File: config.mk
export PLATFORM = sky130hd
export DESIGN_NAME = vga_timing_monitor
export DESIGN_NICKNAME = d
export VERILOG_FILES = /design/src/rtl/vga_timing_monitor.sv
export SDC_FILE = /design/constraint.sdc
export NUM_CORES = 1
export LEC_CHECK = 0
export CORE_MARGIN = 10
export CORE_UTILIZATION = 49
export CTS_CLUSTER_SIZE = 14
export DETAILED_ROUTE_END_ITERATION = 8
export PLACE_DENSITY_LB_ADDON = 0.2
export SYNTH_ARGS = -nofsm -noshare
export SYNTH_HDL_FRONTEND = slang
export SYNTH_SLANG_ARGS = --single-unit
export TNS_END_PERCENT = 5
File: constraint.sdc
create_clock -name Clk -period 2.5 [get_ports Clk]
set_clock_uncertainty 0.1 [all_clocks]
set_input_delay 0.375 -clock Clk [delete_from_list [all_inputs] [get_ports Clk]]
set_output_delay 0.375 -clock Clk [all_outputs]
set_load 0.01 [all_outputs]
File: src/rtl/vga_timing_monitor.sv
// vga_timing_monitor
// Rebuilds the pixel coordinate from a pixel-rate hs/vs/blank stream and
// checks that stream against the 800x525 (640x480 visible) frame timing.
// Reports lock status, one-cycle error pulses and a saturating lock-loss count.
// Optional feature: define VGA_MON_BLANK_CHECK_EN to build in the blank check.
// With the macro undefined, blank is ignored and blank_err is tied low.
// Timing constants are parameters. Their defaults are the standard geometry.
// state_dbg exposes the FSM state: 0 SEARCH, 1 HALIGN, 2 COUNT, 3 LOCKED.
module vga_timing_monitor #(
  parameter int H_TOTAL      = 800,
  parameter int V_TOTAL      = 525,
  parameter int H_VISIBLE    = 640,
  parameter int V_VISIBLE    = 480,
  parameter int H_SYNC_START = 656,
  parameter int V_SYNC_START = 490,
  parameter int LOCK_FRAMES  = 2
) (
  input  logic       Clk,
  input  logic       Reset,
  input  logic       hs,
  input  logic       vs,
  input  logic       blank,
  output logic [9:0] PixX,
  output logic [9:0] PixY,
  output logic       pix_valid,
  output logic       frame_start,
  output logic       locked,
  output logic       h_err,
  output logic       v_err,
  output logic       blank_err,
  output logic [7:0] err_count,
  output logic [1:0] state_dbg
);

  typedef enum logic [1:0] {
    SEARCH = 2'd0,
    HALIGN = 2'd1,
    COUNT  = 2'd2,
    LOCKED = 2'd3
  } state_t;

  localparam logic [9:0] H_LAST = 10'(H_TOTAL - 1);
  localparam logic [9:0] V_LAST = 10'(V_TOTAL - 1);
  localparam logic [9:0] H_VIS  = 10'(H_VISIBLE);
  localparam logic [9:0] V_VIS  = 10'(V_VISIBLE);
  localparam logic [9:0] H_SS   = 10'(H_SYNC_START);
  localparam logic [9:0] V_SS   = 10'(V_SYNC_START);
  localparam logic [3:0] LOCK_N = 4'(LOCK_FRAMES);

  state_t     state, state_nx;
  logic [3:0] good_cnt, good_nx;
  logic       cnt_inc;
  logic       hs_d, vs_d;
  logic       hs_fall, vs_fall;
  logic [9:0] pred_x, pred_y;
  logic       h_err_c, v_err_c, blank_err_c, any_err;

  assign hs_fall = hs_d & ~hs;
  assign vs_fall = vs_d & ~vs;

  // Predicted coordinate of the pixel being presented this cycle
  always_comb begin
    pred_x = (PixX == H_LAST) ? 10'd0 : PixX + 10'd1;
    pred_y = PixY;
    if (pred_x == 10'd0) begin
      pred_y = (PixY == V_LAST) ? 10'd0 : PixY + 10'd1;
    end
  end

  // Timing checks against the prediction; silent until hs has been seen
  always_comb begin
    h_err_c     = 1'b0;
    v_err_c     = 1'b0;
    blank_err_c = 1'b0;
    if (state != SEARCH) begin
      h_err_c = hs_fall && (pred_x != H_SS);
      v_err_c = vs_fall && ((pred_y != V_SS) || (pred_x != 10'd0));
    end
`ifdef VGA_MON_BLANK_CHECK_EN
    if ((state == COUNT) || (state == LOCKED)) begin
      blank_err_c = blank != ((pred_x < H_VIS) && (pred_y < V_VIS));
    end
`endif
  end

`ifndef VGA_MON_BLANK_CHECK_EN
  logic unused_blank;
  assign unused_blank = blank;
`endif

  assign any_err = h_err_c | v_err_c | blank_err_c;

  // Sync edge history and coordinate counters with sync reloads
  always_ff @(posedge Clk) begin
    if (Reset) begin
      hs_d <= 1'b1;
      vs_d <= 1'b1;
      PixX <= 10'd0;
      PixY <= 10'd0;
    end else begin
      hs_d <= hs;
      vs_d <= vs;
      PixX <= hs_fall ? H_SS : pred_x;
      PixY <= vs_fall ? V_SS : pred_y;
    end
  end

  // Registered error pulses and saturating lock-loss counter
  always_ff @(posedge Clk) begin
    if (Reset) begin
      h_err     <= 1'b0;
      v_err     <= 1'b0;
      blank_err <= 1'b0;
      err_count <= 8'd0;
    end else begin
      h_err     <= h_err_c;
      v_err     <= v_err_c;
      blank_err <= blank_err_c;
      if (cnt_inc && (err_count != 8'hFF)) begin
        err_count <= err_count + 8'd1;
      end
    end
  end

  // FSM state register and good-frame counter
  always_ff @(posedge Clk) begin
    if (Reset) begin
      state    <= SEARCH;
      good_cnt <= 4'd0;
    end else begin
      state    <= state_nx;
      good_cnt <= good_nx;
    end
  end

  // FSM next state: align on hs, start counting on vs, lock after clean frames
  always_comb begin
    state_nx = state;
    good_nx  = good_cnt;
    cnt_inc  = 1'b0;
    case (state)
      SEARCH: begin
        if (hs_fall) state_nx = HALIGN;
      end
      HALIGN: begin
        // A misplaced hs keeps us realigning. A vs edge starts frame counting.
        if (!h_err_c && vs_fall) begin
          state_nx = COUNT;
          good_nx  = 4'd0;
        end
      end
      COUNT: begin
        if (any_err) begin
          state_nx = HALIGN;
          good_nx  = 4'd0;
        end else if (vs_fall) begin
          good_nx = good_cnt + 4'd1;
          if (good_nx == LOCK_N) state_nx = LOCKED;
        end
      end
      LOCKED: begin
        if (any_err) begin
          state_nx = HALIGN;
          good_nx  = 4'd0;
          cnt_inc  = 1'b1;
        end
      end
      default: state_nx = SEARCH;
    endcase
  end

  // FSM outputs and coordinate-derived flags
  always_comb begin
    state_dbg   = state;
    locked      = (state == LOCKED);
    pix_valid   = locked && (PixX < H_VIS) && (PixY < V_VIS);
    frame_start = locked && (PixX == 10'd0) && (PixY == 10'd0);
  end

endmodule

==> flow_metrics.py <==
metrics = {
    "outcome": {
        "status": "finished with violations",
        "violations": "negative setup slack",
    },
    "setup_path": {
        "critPathSlowestCell": "dfxtp_4",
        "cp-end-kind": "register",
        "cp_slowest_stage_delay_ns": 0.39,
        "ff2ff_setup_slack_ns": -0.13,
        "crit_path_start_kind": "register",
        "r2r_end": "state_dbg[1]",
        "crit_required_ns": 2.58,
        "ff2ff_path_depth": 10,
        "r2r_start": "PixX[0]",
        "crit_arrival_ns": 2.71,
        "cp_max_fo": 5,
        "path_cells": "ha_4, and4_4, and2_4, nor3_4, or3_4, nor4_4, o31a_1, buf_4, a211oi_1, a311o_1",
        "critical_path_class": "register to register",
    },
    "drt": {
        "post_drt_wl_per_cell_um": 15.16,
        "first_iter_violations": 143,
        "wl_um": 6943,
        "dr.pass1.iters": 4,
        "num_vias": 2573,
        "viasPerCell": 5.618,
        "postRouteAntennaNets": 0,
        "drcViolationCount": 0,
    },
    "global_routing": {
        "grt_first_pass_wirelength_um": 11950,
        "gr-usage-all-layers_pct": 16.62,
        "antenna_found_initial": 0,
        "grt_max_degree": 25,
        "grt-ovfl-total": 0,
        "grt_pass1_vias": 2522,
    },
    "logic_synthesis": {
        "synth_edf_count": 0,
        "synthFlopType": "dfxtp_1",
        "synth.avg_cell_area_um2": 8.262,
        "yosys.area_share.simple_pct": 31.66,
        "synth_adder_area_share_pct": 5.862,
        "yosys-mux-area-fraction_pct": 2.882,
        "ys_warn_count": 0,
        "synthArstFlopShare_pct": 0,
        "yosysUniqueCellTypes": 68,
        "synth_top_family_by_area": "simple AND/OR/NAND/NOR gates",
        "synth_xor_area_share_pct": 3.078,
        "synthCells": 310,
        "syn_area_um2": 2561,
        "syn-num-nets": 327,
        "yosysSeqAreaShare_pct": 29.70,
        "synth-seq-cells": 38,
        "synth_compound_area_share_pct": 19.79,
    },
    "timing": {
        "final_hold_viol_count": 0,
        "period_needed_ns": 2.630,
        "rsz0062_at_grt": "yes",
        "hold_ws_ns": 0.3668,
        "fmax_ghz": 0.3803,
        "fin_setup_tns_ns": -1.131,
        "slew_violations": 0,
        "setup_viol": 13,
        "fin_crit_sh_pct": 105.2,
        "setup_ws_ns": -0.1298,
    },
    "place": {
        "numPortBuffers": 38,
        "place_congestion": 0.8672,
        "hpwl_um": 5228,
        "placed_area_um2": 3364,
    },
    "floorplanning": {
        "core-area_um2": 5075,
        "row_count": 26,
        "die_x_um": 92.30,
        "io_pins": 41,
        "dieHeight_um": 92.30,
        "start_util_pct": 50.47,
        "die_area_um2": 8518,
    },
    "min_path": {
        "hold-path-endpoint": "PixX[0]",
        "min_path_type": "register to register",
        "hold_depth": 1,
        "worstHoldStart": "PixX[0]",
    },
    "final_layout": {
        "nNetsFinal": 404,
        "fill_cells": 434,
        "final_common_cell": "buf_4",
        "design_area_um2": 3531,
        "syn_to_final_growth_pct": 37.86,
        "drive_above_1_share_pct": 27.58,
        "finish.utilization_pct": 69.58,
        "mostFrequentLayoutCells": "52 x buf_4, 37 x clkdlybuf4s50_1, 31 x dfxtp_1, 28 x nor2_1, 24 x nand2_1",
        "n_antenna_cell": 0,
    },
    "power": {
        "p_leak_uw": 0.001377,
        "ir_drop_uv": 358.1,
        "p_per_area_nw_per_um2": 426.4,
    },
    "run": {
        "maxCapViolations": 0,
    },
    "clock_network": {
        "cts_sinks": 38,
        "clk_latency_ns": 0.30,
        "cts_buffer_depth": 2,
        "cts_tree": "yes",
        "cts-root-buf": "clkbuf_8",
        "hold_buffers": 0,
        "cts.htree.levels": 2,
        "cts_buffers": 5,
        "clk_transition_reported_paths_ns": 0.08,
    },
}
## how the worst max path moves through the flow
stage	startpoint	to	slack, ns	depth (start not counted)
2_1_floorplan	PixX[6]	err_count[5]	-0.04	10
3_3_place_gp	PixX[1]	err_count[2]	-0.13	10
3_5_place_dp	PixX[0]	good_cnt[1]	-0.16	11
4_1_cts	PixX[0]	state_dbg[1]	-0.11	10
5_1_grt	PixY[1]	good_cnt[1]	-0.29	12
6_report	PixX[0]	state_dbg[1]	-0.13	10
## state kept, by name, summed over array words and instances, names as in the netlist
register,count
vs_d,1
state_dbg,2
PixX,10
v_err,1
good_cnt,4
h_err,1
hs_d,1
err_count,8
PixY,10
## per-layer routing
metal / GRT usage (%) / share of wire, %
met1: 20.48 / 44
met2: 27.35 / 48
met3: 4.923 / 6.6
met4: 4.884 / 1.2
met5: 0 / 0
## where the power goes
part	switching (uW)	internal (uW)	total (uW)
Combinational	197	195	392
Clock	233	223	456
Sequential	30.2	628	658
## layout make-up
class | count | area [um^2] | area share [%]
Multi-Input combinational cell | 236 | 1724 | 48.83
Sequential cell | 38 | 779.5 | 22.08
Inverter | 14 | 52.55 | 1.488
Clock inverter | 1 | 5.005 | 0.1417
Timing Repair Buffer | 92 | 795.8 | 22.54
Clock buffer | 7 | 86.33 | 2.445
Tap cell | 70 | 87.58 | 2.481
## kinds of logic (layout without fill, tap and decap cells)
logic type | count (synthesis) | after routing
AOI/OAI and AO/OA | 66 | 66
xor gates and xnor gates | 9 | 9
adders and majority gates | 12 | 12
buffers and inverters | 36 | 114
DFF | 38 | 38
muxes | 7 | 7
other | 1 | 1
and+or+nand+nor | 141 | 141
## metrics by stage
stage | instances | power, uW | setup slack (ns)
2_1_floorplan | 310 | 894.6 | -0.03892
3_3_place_gp | 449 | 1034 | -0.1298
3_5_place_dp | 449 | 1043 | -0.1623
4_1_cts | 457 | 1501 | -0.1124
5_1_grt | 458 | 1585 | -0.2892
6_report | 458 | 1506 | -0.1298
## critical path: cells and delay by family (launching register included)
kind,cells,cell delay [ns]
AO/OA/AOI/OAI,3,0.57
adder cells (fa/ha/maj),1,0.15
buffers and inverters,1,0.14
flip-flops,1,0.39
AND/OR/NAND/NOR,5,1.14
## cell usage after synthesis, types with 3 or more instances
| cell | instances | share of area (%) |
|---|---|---|
| o21ai_0 | 8 | 1.6 |
| nor2b_1 | 8 | 2.0 |
| or2_2 | 5 | 1.2 |
| a21oi_1 | 12 | 2.3 |
| clkbuf_1 | 8 | 1.2 |
| xnor2_1 | 3 | 1.0 |
| o31a_1 | 3 | 1.0 |
| or3b_1 | 3 | 1.0 |
| nor4_1 | 6 | 1.5 |
| buf_2 | 6 | 1.2 |
| nor2_1 | 30 | 4.4 |
| dfxtp_1 | 38 | 30 |
| and4_1 | 3 | 1.0 |
| nor3_1 | 5 | 0.98 |
| inv_1 | 14 | 2.1 |
| mux2_1 | 3 | 1.3 |
| nand2_1 | 24 | 3.5 |
| nor4b_1 | 4 | 1.4 |
| a31oi_1 | 7 | 1.7 |
| nand4_1 | 5 | 1.2 |
| and3_1 | 7 | 1.7 |
| and2_1 | 4 | 0.98 |
| nand2b_1 | 5 | 1.2 |
| a211oi_1 | 3 | 0.88 |
| nand3_1 | 15 | 2.9 |
| mux2i_1 | 4 | 1.6 |
| a31o_2 | 3 | 1.0 |
| ha_1 | 12 | 5.9 |
| xor2_1 | 6 | 2.1 |
| o211ai_1 | 4 | 1.2 |
| buf_4 | 5 | 1.5 |
## timing repair
action	in CTS	in global routing
endpoints found under the setup margin	16	21
setup buffers	0	1
pin swaps	4	2
gates resized for setup	11	8
(Power assumes the default switching activity.)
